[src/rtl/mm_job_sequencer_pkg.sv]
// Shared types and address/size helpers for the matrix-multiply job sequencer.
package mm_job_sequencer_pkg;

  // Job phases of the sequencer
  typedef enum logic [2:0] {
    ST_IDLE  = 3'd0,
    ST_LOAD  = 3'd1,
    ST_START = 3'd2,
    ST_RUN   = 3'd3,
    ST_DRAIN = 3'd4,
    ST_DONE  = 3'd5
  } state_e;

  // C is written by the multiplier over the A region
  localparam int unsigned C_BASE = 0;

  // Output buffer depth used for read-issue gating
  localparam int unsigned OUT_BUF_DEPTH = 2;

  // Matrix row/column length for a given log2 dimension
  function automatic int unsigned vec_size(input int unsigned l);
    return 32'd1 << l;
  endfunction

  // Words per matrix for a given log2 dimension
  function automatic int unsigned mat_size(input int unsigned l);
    return 32'd1 << (32'd2 * l);
  endfunction

  // B follows A directly in BRAM
  function automatic int unsigned b_base(input int unsigned l);
    return mat_size(l);
  endfunction

endpackage

[src/rtl/mm_job_sequencer_out_buf.sv]
// Two-entry output FIFO decoupling BRAM read returns from the output stream.
module mm_out_buf #(
  parameter int unsigned WIDTH = 33
) (
  input  logic             aclk,
  input  logic             aresetn,
  input  logic [WIDTH-1:0] in_data,
  input  logic             in_valid,
  output logic             in_ready,
  output logic [WIDTH-1:0] out_data,
  output logic             out_valid,
  input  logic             out_ready,
  output logic [1:0]       count
);

  logic [WIDTH-1:0] mem_q [2];
  logic             wr_ptr_q;
  logic             rd_ptr_q;
  logic [1:0]       count_q;
  logic             push;
  logic             pop;

  assign in_ready  = (count_q != 2'd2);
  assign out_valid = (count_q != 2'd0);
  assign out_data  = mem_q[rd_ptr_q];
  assign count     = count_q;
  assign push      = in_valid && in_ready;
  assign pop       = out_valid && out_ready;

  // Storage, pointers and occupancy; simultaneous push and pop keep the count
  always_ff @(posedge aclk or negedge aresetn) begin
    if (!aresetn) begin
      mem_q[0] <= '0;
      mem_q[1] <= '0;
      wr_ptr_q <= 1'b0;
      rd_ptr_q <= 1'b0;
      count_q  <= 2'd0;
    end else begin
      if (push) begin
        mem_q[wr_ptr_q] <= in_data;
        wr_ptr_q        <= ~wr_ptr_q;
      end
      if (pop) begin
        rd_ptr_q <= ~rd_ptr_q;
      end
      case ({push, pop})
        2'b10:   count_q <= count_q + 2'd1;
        2'b01:   count_q <= count_q - 2'd1;
        default: count_q <= count_q;
      endcase
    end
  end

endmodule

[src/rtl/mm_job_sequencer.sv]
// Job controller: loads A/B into BRAM, runs the multiplier, streams C back out.
module mm_job_sequencer
  import mm_job_sequencer_pkg::*;
#(
  parameter int unsigned L_RAM_SIZE = 3,
  parameter int unsigned BITWIDTH   = 32
) (
  input  logic                    aclk,
  input  logic                    aresetn,
  input  logic                    cmd_valid,
  output logic                    cmd_ready,
  input  logic [BITWIDTH-1:0]     s_tdata,
  input  logic                    s_tvalid,
  output logic                    s_tready,
  input  logic                    s_tlast,
  output logic [BITWIDTH-1:0]     m_tdata,
  output logic                    m_tvalid,
  input  logic                    m_tready,
  output logic                    m_tlast,
  output logic [2*L_RAM_SIZE:0]   bram_addr,
  output logic                    bram_we,
  output logic [BITWIDTH-1:0]     bram_wrdata,
  input  logic [BITWIDTH-1:0]     bram_rddata,
  output logic                    mm_start,
  input  logic [2*L_RAM_SIZE:0]   mm_addr,
  input  logic                    mm_we,
  input  logic [BITWIDTH-1:0]     mm_wrdata,
  input  logic                    mm_done,
  output logic [BITWIDTH-1:0]     mm_rddata,
  output logic                    busy,
  output logic                    done,
  output logic                    err
);

  localparam int unsigned AW        = 2 * L_RAM_SIZE + 1;
  localparam int unsigned MAT_SIZE  = mat_size(L_RAM_SIZE);
  localparam int unsigned LOAD_LAST = b_base(L_RAM_SIZE) + MAT_SIZE - 1;
  localparam int unsigned BUF_W     = BITWIDTH + 1;

  state_e             state_q;
  state_e             state_d;
  logic [AW-1:0]      load_cnt_q;
  logic [AW-1:0]      drain_cnt_q;
  logic [AW-1:0]      addr_q;
  logic               we_q;
  logic [BITWIDTH-1:0] wrdata_q;
  logic               addr_vld_q;
  logic               addr_last_q;
  logic               ret_q;
  logic               ret_last_q;
  logic               err_q;

  logic               s_hs;
  logic               load_final;
  logic               issue;
  logic [2:0]         outstanding;
  logic               last_hs;

  logic [1:0]         buf_count;
  logic               buf_in_ready;
  logic [BUF_W-1:0]   buf_out;

  assign s_hs        = s_tvalid && (state_q == ST_LOAD);
  assign load_final  = s_hs && (load_cnt_q == AW'(LOAD_LAST));
  assign outstanding = 3'(buf_count) + 3'(addr_vld_q) + 3'(ret_q);
  // Reads start on the first mm_done cycle so data lands 2 cycles into DRAIN
  assign issue       = (((state_q == ST_RUN) && mm_done) || (state_q == ST_DRAIN))
                       && (drain_cnt_q < AW'(MAT_SIZE))
                       && (outstanding < 3'(OUT_BUF_DEPTH))
                       && buf_in_ready;
  assign last_hs     = m_tvalid && m_tready && m_tlast;

  // State register
  always_ff @(posedge aclk or negedge aresetn) begin
    if (!aresetn) begin
      state_q <= ST_IDLE;
    end else begin
      state_q <= state_d;
    end
  end

  // Next-state and state-decoded control outputs
  always_comb begin
    state_d   = state_q;
    cmd_ready = 1'b0;
    s_tready  = 1'b0;
    mm_start  = 1'b0;
    busy      = 1'b1;
    done      = 1'b0;
    case (state_q)
      ST_IDLE: begin
        cmd_ready = 1'b1;
        busy      = 1'b0;
        if (cmd_valid) state_d = ST_LOAD;
      end
      ST_LOAD: begin
        s_tready = 1'b1;
        if (load_final) state_d = ST_START;
      end
      ST_START: begin
        mm_start = 1'b1;
        state_d  = ST_RUN;
      end
      ST_RUN: begin
        if (mm_done) state_d = ST_DRAIN;
      end
      ST_DRAIN: begin
        if (last_hs) state_d = ST_DONE;
      end
      ST_DONE: begin
        done    = 1'b1;
        state_d = ST_IDLE;
      end
      default: state_d = ST_IDLE;
    endcase
  end

  // Counters, registered BRAM port, read pipeline tracking and framing error
  always_ff @(posedge aclk or negedge aresetn) begin
    if (!aresetn) begin
      load_cnt_q  <= '0;
      drain_cnt_q <= '0;
      addr_q      <= '0;
      we_q        <= 1'b0;
      wrdata_q    <= '0;
      addr_vld_q  <= 1'b0;
      addr_last_q <= 1'b0;
      ret_q       <= 1'b0;
      ret_last_q  <= 1'b0;
      err_q       <= 1'b0;
    end else begin
      we_q        <= 1'b0;
      addr_vld_q  <= issue;
      addr_last_q <= issue && (drain_cnt_q == AW'(MAT_SIZE - 1));
      ret_q       <= addr_vld_q;
      ret_last_q  <= addr_last_q;
      case (state_q)
        ST_IDLE: begin
          load_cnt_q  <= '0;
          drain_cnt_q <= '0;
          if (cmd_valid) err_q <= 1'b0;
        end
        ST_LOAD: begin
          if (s_hs) begin
            we_q     <= 1'b1;
            addr_q   <= load_cnt_q;
            wrdata_q <= s_tdata;
            if (load_final) begin
              err_q <= err_q | ~s_tlast;
            end else begin
              err_q      <= err_q | s_tlast;
              load_cnt_q <= load_cnt_q + AW'(1);
            end
          end
        end
        default: ;
      endcase
      if (issue) begin
        addr_q      <= AW'(C_BASE) + drain_cnt_q;
        drain_cnt_q <= drain_cnt_q + AW'(1);
      end
    end
  end

  // Multiplier owns the BRAM port combinationally while it runs
  assign bram_addr   = (state_q == ST_RUN) ? mm_addr   : addr_q;
  assign bram_we     = (state_q == ST_RUN) ? mm_we     : we_q;
  assign bram_wrdata = (state_q == ST_RUN) ? mm_wrdata : wrdata_q;
  assign mm_rddata   = bram_rddata;
  assign err         = err_q;

  mm_out_buf #(
    .WIDTH(BUF_W)
  ) u_out_buf (
    .aclk      (aclk),
    .aresetn   (aresetn),
    .in_data   ({ret_last_q, bram_rddata}),
    .in_valid  (ret_q),
    .in_ready  (buf_in_ready),
    .out_data  (buf_out),
    .out_valid (m_tvalid),
    .out_ready (m_tready),
    .count     (buf_count)
  );

  assign m_tlast = buf_out[BITWIDTH];
  assign m_tdata = buf_out[BITWIDTH-1:0];

endmodule

[config.mk]
export PLATFORM = sky130hd
export DESIGN_NAME = mm_job_sequencer
export DESIGN_NICKNAME = d
export VERILOG_FILES = /design/src/rtl/mm_job_sequencer_pkg.sv /design/src/rtl/mm_job_sequencer_out_buf.sv /design/src/rtl/mm_job_sequencer.sv
export SDC_FILE = /design/constraint.sdc
export NUM_CORES = 1
export LEC_CHECK = 0
export BUFFER_PORTS_ARGS = -buffer_cell sky130_fd_sc_hd__buf_2
export CORE_ASPECT_RATIO = 1.5
export CORE_MARGIN = 2
export CORE_UTILIZATION = 54
export DETAILED_ROUTE_END_ITERATION = 10
export HOLD_SLACK_MARGIN = 0.15
export PLACE_DENSITY = 0.84
export SETUP_SLACK_MARGIN = 0.05
export SLEW_MARGIN = 25
export SYNTH_ARGS = -nofsm -noshare
export SYNTH_HDL_FRONTEND = slang
export SYNTH_SLANG_ARGS = --single-unit
[constraint.sdc]
create_clock -name aclk -period 3 [get_ports aclk]
set_input_delay 0.9 -clock aclk [delete_from_list [all_inputs] [get_ports aclk]]
set_output_delay 0.9 -clock aclk [all_outputs]
set_load 0.01 [all_outputs]
Word level (Yosys, flattened, before mapping)
Cells that the tools add are included.
{"block": "op_classes", "eq_ne": 16, "magnitude_cmp": 5, "n_addsub": 6, "n_shift": 0, "mux": 34, "reduce_logical": 24, "n_bitwise": 7, "div": 0, "n_mul": 0}
{"cell": "$mux 33", "n": 4}
{"cell": "$bwmux 66", "n": 1}
{"cell": "$mux 7", "n": 8}
{"cell": "$demux 33 s1", "n": 1}
{"cell": "$mux 32", "n": 1}
{"cell": "$pmux 3 s5", "n": 1}
{"cell": "$add 7x1->7 const B", "n": 2}
{"cell": "$ne 2x2->1 const B", "n": 7}
{"cell": "$pmux 7 s2", "n": 1}
{"cell": "$mux 3", "n": 4}
{"cell": "$reduce_bool 2->1", "n": 6}
{"cell": "$logic_and 1x1->1", "n": 11}
{"cell": "$mux 1", "n": 11}
{"cell": "$eq 7x6->1 const B", "n": 1}
{"cell": "$eq 7x7->1 const B", "n": 1}
{"cell": "$lt 7x7->1 const B", "n": 1}
{"cell": "$eq 3x2->1 const B", "n": 2}
{"cell": "$eq 3x3->1 const B", "n": 2}
{"cell": "$reduce_and 3->1", "n": 2}
{"cell": "$ge 2x2->1 const B", "n": 2}
{"cell": "$not 1->2", "n": 2}
{"cell": "$pmux 2 s2", "n": 1}
{"cell": "$reduce_and 2->1", "n": 2}
{"cell": "$reduce_and 4->1", "n": 1}
{"cell": "other kinds (14)", "n": 17}
{"block": "word_totals", "rom_bits": 0, "memories": 0, "elab_cells": 108, "ff_bits": 132, "latchBits": 0, "output_inout_bits": 112, "input_bits": 111, "mem_bits_rw": 0}

Logic depth before layout (Yosys ltp)
Gate-level depths: netlist of run 1.
{"block": "logic_depth", "ltp_word": 8, "depth_mapped": 7, "depth_no_buf": 6}

Hierarchy
From an unflattened synthesis of run 1, not the netlist that was laid out.
{"block": "hier_totals", "hier_cells": 545, "area_unflattened_um2": 6744.0}
{"module": "mm_job_sequencer", "cells_each": 351, "seq_area_each_um2": 1551.5, "instances": 1, "area_each_um2": 3380.7}
{"module": "mm_out_buf", "cells_each": 194, "seq_area_each_um2": 1751.7, "instances": 1, "area_each_um2": 3363.2}

Least setup slack after synthesis of run 1
Ideal clock, no wire load.
{"block": "synth_timing", "kind": "reg2out", "from": "register state_q[1]", "to": "output bram_addr[0]", "stages_incl_launch_ff": 6, "slack_ns": 0.758, "path_buffers": 2, "t_arrival_ns": 1.342, "cell_sequence": "dfrtp_1 -> buf_2 -> nor2b_1 -> nand2_1 -> buf_2 -> mux2_2"}
{"block": "synth_via", "elab_chain_cells": 2}
{"element": "from (decl)", "line": "mm_job_sequencer.sv:40", "rtl": "state_e state_q;"}
{"element": "from (signal assigned)", "line": "mm_job_sequencer.sv:78", "rtl": "state_q <= state_d;"}
{"element": "$eq 3x2->1", "line": "mm_job_sequencer.sv:166", "rtl": "assign bram_addr = (state_q == ST_RUN) ? mm_addr : addr_q;"}
{"element": "$mux 7", "line": "mm_job_sequencer.sv:166"}
{"element": "to (decl)", "line": "mm_job_sequencer.sv:20", "rtl": "output logic [2*L_RAM_SIZE:0] bram_addr,"}
No other way between the ends.

Final worst setup path of run 1
{"block": "layout_timing", "from": "register state_q[1]", "to": "output busy"}
{"block": "layout_via", "elab_chain_cells": 2}
{"element": "$logic_not 3->1", "line": "mm_job_sequencer.sv:90", "rtl": "case (state_q)"}
{"element": "$mux 1", "line": "mm_job_sequencer.sv:90"}
{"element": "to (decl)", "line": "mm_job_sequencer.sv:30", "rtl": "output logic busy,"}
No other way between the ends.

==> impl_metrics.ini, run 1 <==
[timing]
final.setup.tns_ps = 0
rsz0062_at_grt = false
final.min_clock_period_ps = 2830
final_max_slew_viol_count = 0
period_share_pct = 94.2
worst_slew_pin_slew_ps = 612
setup_viol = 0
clock_skew_ps = 7.43
slew_headroom_pct = 59.2
hold_viol = 0
clock.fmax_mhz = 354
whs_ps = 358

[yosys]
yosys.area_share.simple_pct = 10.9
synth_edf_count = 0
yosys_warnings = 0
netlist_area_sq_um = 6440
synth_mux_area_share_pct = 24.7
synth-seq-cells = 132
postSynthCellCount = 550
synthAdderAreaFrac_pct = 0.778
async_flop_share_pct = 100
synth-main-ff-cell = dfrtp_1
synth_nets = 665
synth_compound_gate_area_share_pct = 5.00
synth_top_family_by_area = multiplexers
avgSynthCellArea_sq_um = 11.7
yosysUniqueCellTypes = 49
synth-seq-area-share_pct = 51.3
yosys.area_share.xor_xnor_pct = 0.953

[detailed_routing]
vias = 4761
dr.pass1.iters = 4
drtIter0Drc = 116
avgRoutedWirePerCell_microns = 15.9
detail-route-antenna-nets = 0
routed_wirelength_microns = 14400
viasPerCell = 5.26
route.detailed.drc = 0

[setup_path]
critPathKind = reg2out
endpoint_kind = output pin
slowest_stage = nor3_2
critPathBufInv = 3
cp-start-kind = flip-flop
path_cells = buf_4 -> nor3_2 -> inv_1 -> buf_2
critPathMaxFanout = 11
reg2reg_from = u_out_buf.count[0]
critPathMaxStageDelay_ps = 430
arrival_ps = 1930
critical_path.top_delay_family = buffers and inverters
critPathLaunch = state_q[1]
worst_ep_required_time_ps = 2100

[floorplanning]
rows = 48
die_area_sq_um = 12800
die_w_microns = 93.1
core-area_sq_um = 11600
fp.dieH_microns = 138
start_util_pct = 55.5
ios = 223

[clock_network]
cts_hold_buf = 0
cts_tree = yes
clock_latency_ps = 400
clk_pin_slew_ps = 60
clock_sinks = 132
numCtsBuffers = 17
htreeDepth = 4
clockRootBuffer = clkbuf_16
clock_path_buffers = 2

[outcome]
status = completed

[finish]
stdcell_area_sq_um = 8120
final_common_cell = buf_2
fin_nets = 857
final_cell_mix = 221 x buf_2, 140 x mux2_2, 132 x dfrtp_1, 113 x nand2_1, 17 x clkbuf_16
synthToLayoutAreaGrowth_pct = 26.2
drive_above_1_share_pct = 55.6
post-route-util_pct = 70.1
fin_cells = 905
n_antenna_cell = 0

[hold_path]
hp-class = reg2reg
hold_path_startpoint = addr_last_q

[grt]
gr-usage-all-layers_pct = 22.0
grt_overflow_total = 0
grt_pass1_vias = 4711
grt_antenna_before_repair = 0
grt_max_degree = 58
grt_pass1_wl_microns = 22200

[placed_design]
dp_hpwl_microns = 10200
port_buffers = 222
routabilityCongestion = 0.789
postPlaceCellArea_sq_um = 7490
dp_cells = 873

[pwr]
power.leakage_nw = 4.27
ir_drop_v = 0.000385
powerDensity_nw_per_um2 = 662

[flow_run]
max_cap_violations = 0
power breakdown:
group | total [mW] | internal (mW) | switching (mW)
sequential | 2.08 | 1.92 | 0.156
clock | 2.19 | 1.40 | 0.785
combinational | 1.11 | 0.577 | 0.532
total | 5.38 | 3.91 | 1.47
synthesized netlist by cell type (5+ instances only):
cell type  number  area (sq um)
inv_1           6          22.5
dfrtp_1       132          3300
nor2_1         10          37.5
buf_4          32           240
xnor2_1         7          61.3
mux2_2        140          1580
nand3_1         7          35.0
nand2_1       113           424
clkbuf_1        5          18.8
a21oi_1         8          40.0
a21o_1          6          45.0
buf_2          18          90.1
kinds of logic after synthesis:
kind of cell	count (synthesis)
AO/OA/AOI/OAI	41
XOR/XNOR	7
adder cells (fa/ha/maj)	4
buffers and inverters	68
flip-flops	132
multiplexers	141
AND/OR/NAND/NOR	157
path summary, 6_finish.rpt:
check	to	slack, ps	cells after the start
max reg2reg	addr_q[4]	830	6
min in group asynchronous	u_out_buf.mem_q[10]	510	1
min	ret_last_q	360	0
min reg2reg	ret_last_q	360	0
max	busy	170	4
max in group asynchronous	wrdata_q[13]	1790	2
stage by stage:
step | worst slack, ps | total power [mW]
2_1_floorplan | 758 | 2.77
4_1_cts | 127 | 5.43
6_report | 173 | 5.38
3_3_place_gp | 630 | 3.18
3_5_place_dp | 575 | 3.22
5_1_grt | 51.5 | 5.60
timing repair:
action / CTS / global route
resized for setup: 0 / 1
endpoints found under the setup margin: 0 / 30
setup buffers: 0 / 0
layer usage:
| layer | share of wire [%] | vias up | GRT usage (%) |
|---|---|---|---|
| met1 | 39 | 2296 | 25.6 |
| met4 | 1.3 | 0 | 6.62 |
| li1 | - | 2244 | - |
| met5 | 0 | - | 0 |
| met3 | 6.1 | 19 | 4.65 |
| met2 | 53 | 202 | 40.6 |
cell type report:
class | instances | area [sq um]
inverter | 8 | 30.0
tap | 150 | 188
sequential | 132 | 3300
fill | 816 | 3470
timing repair buffer | 233 | 1240
multi-input combinational | 350 | 2730
clock buffer | 18 | 429
clock inverter | 14 | 201
flip-flops by register name, indices dropped and copies added (netlist names):
register	count
u_out_buf.mem_q	66
wrdata_q	32
addr_q	7
drain_cnt_q	7
load_cnt_q	7
state_q	3
u_out_buf.count	2
addr_last_q	1
addr_vld_q	1
err	1
ret_last_q	1
ret_q	1
u_out_buf.rd_ptr_q	1
u_out_buf.wr_ptr_q	1
we_q	1
No activity file was read; power rests on OpenSTA's default activity.
==> inputs of run 2 (changes only) <==
--- a/config.mk
+++ b/config.mk
@@ -8,12 +8,13 @@
 export BUFFER_PORTS_ARGS = -buffer_cell sky130_fd_sc_hd__buf_2
 export CORE_ASPECT_RATIO = 1.5
 export CORE_MARGIN = 2
-export CORE_UTILIZATION = 54
+export CORE_UTILIZATION = 55
 export DETAILED_ROUTE_END_ITERATION = 10
 export HOLD_SLACK_MARGIN = 0.15
-export PLACE_DENSITY = 0.84
+export PLACE_DENSITY = 0.85
 export SETUP_SLACK_MARGIN = 0.05
 export SLEW_MARGIN = 25
 export SYNTH_ARGS = -nofsm -noshare
 export SYNTH_HDL_FRONTEND = slang
+export SYNTH_HIERARCHICAL = 1
 export SYNTH_SLANG_ARGS = --single-unit
==> impl_metrics.ini, run 2 <==
[outcome]
status = completed

[yosys]
yosysTopAreaCell = dfrtp_1
synth.most_common_cell = dfrtp_1
netlist_area_sq_um = 6740
postSynthCellCount = 545
synth-main-ff-cell = dfrtp_1
synth-seq-area-share_pct = 49.0
yosysUniqueCellTypes = 51
async_flop_share_pct = 100
avgSynthCellArea_sq_um = 12.4
yosys.area_share.xor_xnor_pct = 1.04
synth_area_leaders = dfrtp_1 49%, mux2_2 13%, mux2_4 13%
yosys.area_share.simple_pct = 11.1
synthAdderAreaFrac_pct = 0.742
synth_nets = 660
yosys_warnings = 6
synthTopCellsByCount = 132 x dfrtp_1, 117 x nand2_1, 80 x mux2_2
synth_mux_area_share_pct = 26.9
synth_top_family_by_area = multiplexers
synth_compound_gate_area_share_pct = 3.75
synth-seq-cells = 132
synth_edf_count = 0
yosysTopAreaCellShare_pct = 49.0

[grt]
grt_max_degree = 68
grt_pass1_vias = 5015
grt_antenna_before_repair = 0
grt_overflow_total = 0
grt_pass1_wl_microns = 24600
gr-usage-all-layers_pct = 23.8

[finish]
fin_nets = 852
multi_input_area_sq_um = 2930
top_register = u_out_buf/mem_q
reg_top3 = u_out_buf/mem_q (66), wrdata_q (32)
final_cell_mix = 221 x buf_2, 132 x dfrtp_1, 117 x nand2_1, 80 x mux2_2, 60 x mux2_4
seq_area_sq_um = 3300
largest_reg_flops = 66
drive_above_1_share_pct = 55.5
synthToLayoutAreaGrowth_pct = 23.2
n_antenna_cell = 0
post-route-util_pct = 69.5
fillCellCount = 841
final_common_cell = buf_2
stdcell_area_sq_um = 8310

[placed_design]
dp_hpwl_microns = 11000
routabilityCongestion = 0.843
port_buffers = 222
postPlaceCellArea_sq_um = 7670

[setup_path]
rr_worst_depth = 7
critPathMaxFanout = 40
rr_endpoint = drain_cnt_q[5]
worst_ep_required_time_ps = 2100
arrival_ps = 1950
rrSetupSlack_ps = 880
endpoint_kind = output pin
critPathMaxStageDelay_ps = 560
critPathKind = reg2out
cp-start-kind = flip-flop
slowest_stage = dfrtp_1
path_cells = nand3b_1 -> buf_12 -> mux2_2 -> buf_2
reg2reg_from = u_out_buf/count[0]

[detailed_routing]
viasPerCell = 5.35
dr.pass1.iters = 5
routed_wirelength_microns = 15200
vias = 4825
detail-route-antenna-nets = 0
drtIter0Drc = 130
avgRoutedWirePerCell_microns = 16.8
route.detailed.drc = 0

[hold_path]
hp-class = reg2reg
holdPathEnd = ret_last_q
hold_path_startpoint = addr_last_q
holdPathStages = 0

[floorplanning]
ios = 223
fp.dieH_microns = 140
rows = 49
core-area_sq_um = 12000
start_util_pct = 56.4
die_area_sq_um = 13200
die_w_microns = 94.4

[timing]
final.setup.tns_ps = 0
hold_viol = 0
clock_skew_ps = 7.83
period_share_pct = 94.8
clock.fmax_mhz = 351
slew_headroom_pct = 56.3
final_max_slew_viol_count = 0
setup_viol = 0
worst_slew_pin_slew_ps = 655
final.min_clock_period_ps = 2850
rsz0062_at_grt = false

[flow_run]
max_cap_violations = 0

[clock_network]
cts.repair.resized = 0
clockRootBuffer = clkbuf_16
cts_hold_buf = 0
clk_pin_slew_ps = 60
cts_tree = yes
clock_sinks = 132
clock_latency_ps = 400
htreeDepth = 4
post-cts-setup-buffer-count = 0
numCtsBuffers = 17
clock_path_buffers = 2

[pwr]
ir_drop_v = 0.000332
power.leakage_nw = 4.51
powerDensity_nw_per_um2 = 610
[run 2: worst max path at each step]
stage                     from               to
finish              state_q[2]  bram_wrdata[23]
floorplan           state_q[1]     bram_addr[0]
global route        state_q[2]  bram_wrdata[17]
detailed placement  state_q[2]   bram_wrdata[6]
CTS                 state_q[2]   bram_wrdata[6]
global placement    state_q[2]   bram_wrdata[6]
[run 2: routing by layer]
metal | GRT usage (%) | part of all wire (%)
met5 | 0 | 0
met3 | 5.52 | 6.8
met2 | 41.8 | 53
met4 | 8.92 | 2.2
met1 | 27.8 | 38
[run 2: kinds of logic after synthesis]
| kind of cell | count (synthesis) |
|---|---|
| buffers and inverters | 66 |
| AO/OA/AOI/OAI | 33 |
| flip-flops | 132 |
| multiplexers | 141 |
| AND/OR/NAND/NOR | 161 |
| adder cells (fa/ha/maj) | 4 |
| XOR/XNOR | 8 |
[run 2: final cells by class]
cell class	instances	share of cell area, %
clock inverters	13	2.51
repair buffers	234	14.8
clock buffers	18	5.16
inverters	5	0.226
flip-flops and latches	132	39.7
multi-input cells	347	35.3
well taps	153	2.30
[run 2: worst max-delay path: cells and delay by family, from the launching register on]
family                 cells  cell delay (ps)
flip-flops                 1              560
buffers and inverters      2              380
multiplexers               1              370
AND/OR/NAND/NOR            1              210
[run 2: power breakdown]
part / total [mW] / internal (mW) / switching (mW) / leakage [nW]
combinational: 0.803 / 0.387 / 0.416 / 2.45
clock: 2.22 / 1.47 / 0.755 / 0.302
sequential: 2.05 / 1.91 / 0.138 / 1.76
[run 2: stage by stage]
step	cells	power [mW]	hold WS, ps	worst slack (ps)
after floorplan	545	2.55	331	868
after global placement	871	2.85	347	634
after detailed placement	871	2.88	340	615
after CTS	902	5.13	355	157
after global routing	902	5.30	356	72.0
final	902	5.07	353	155
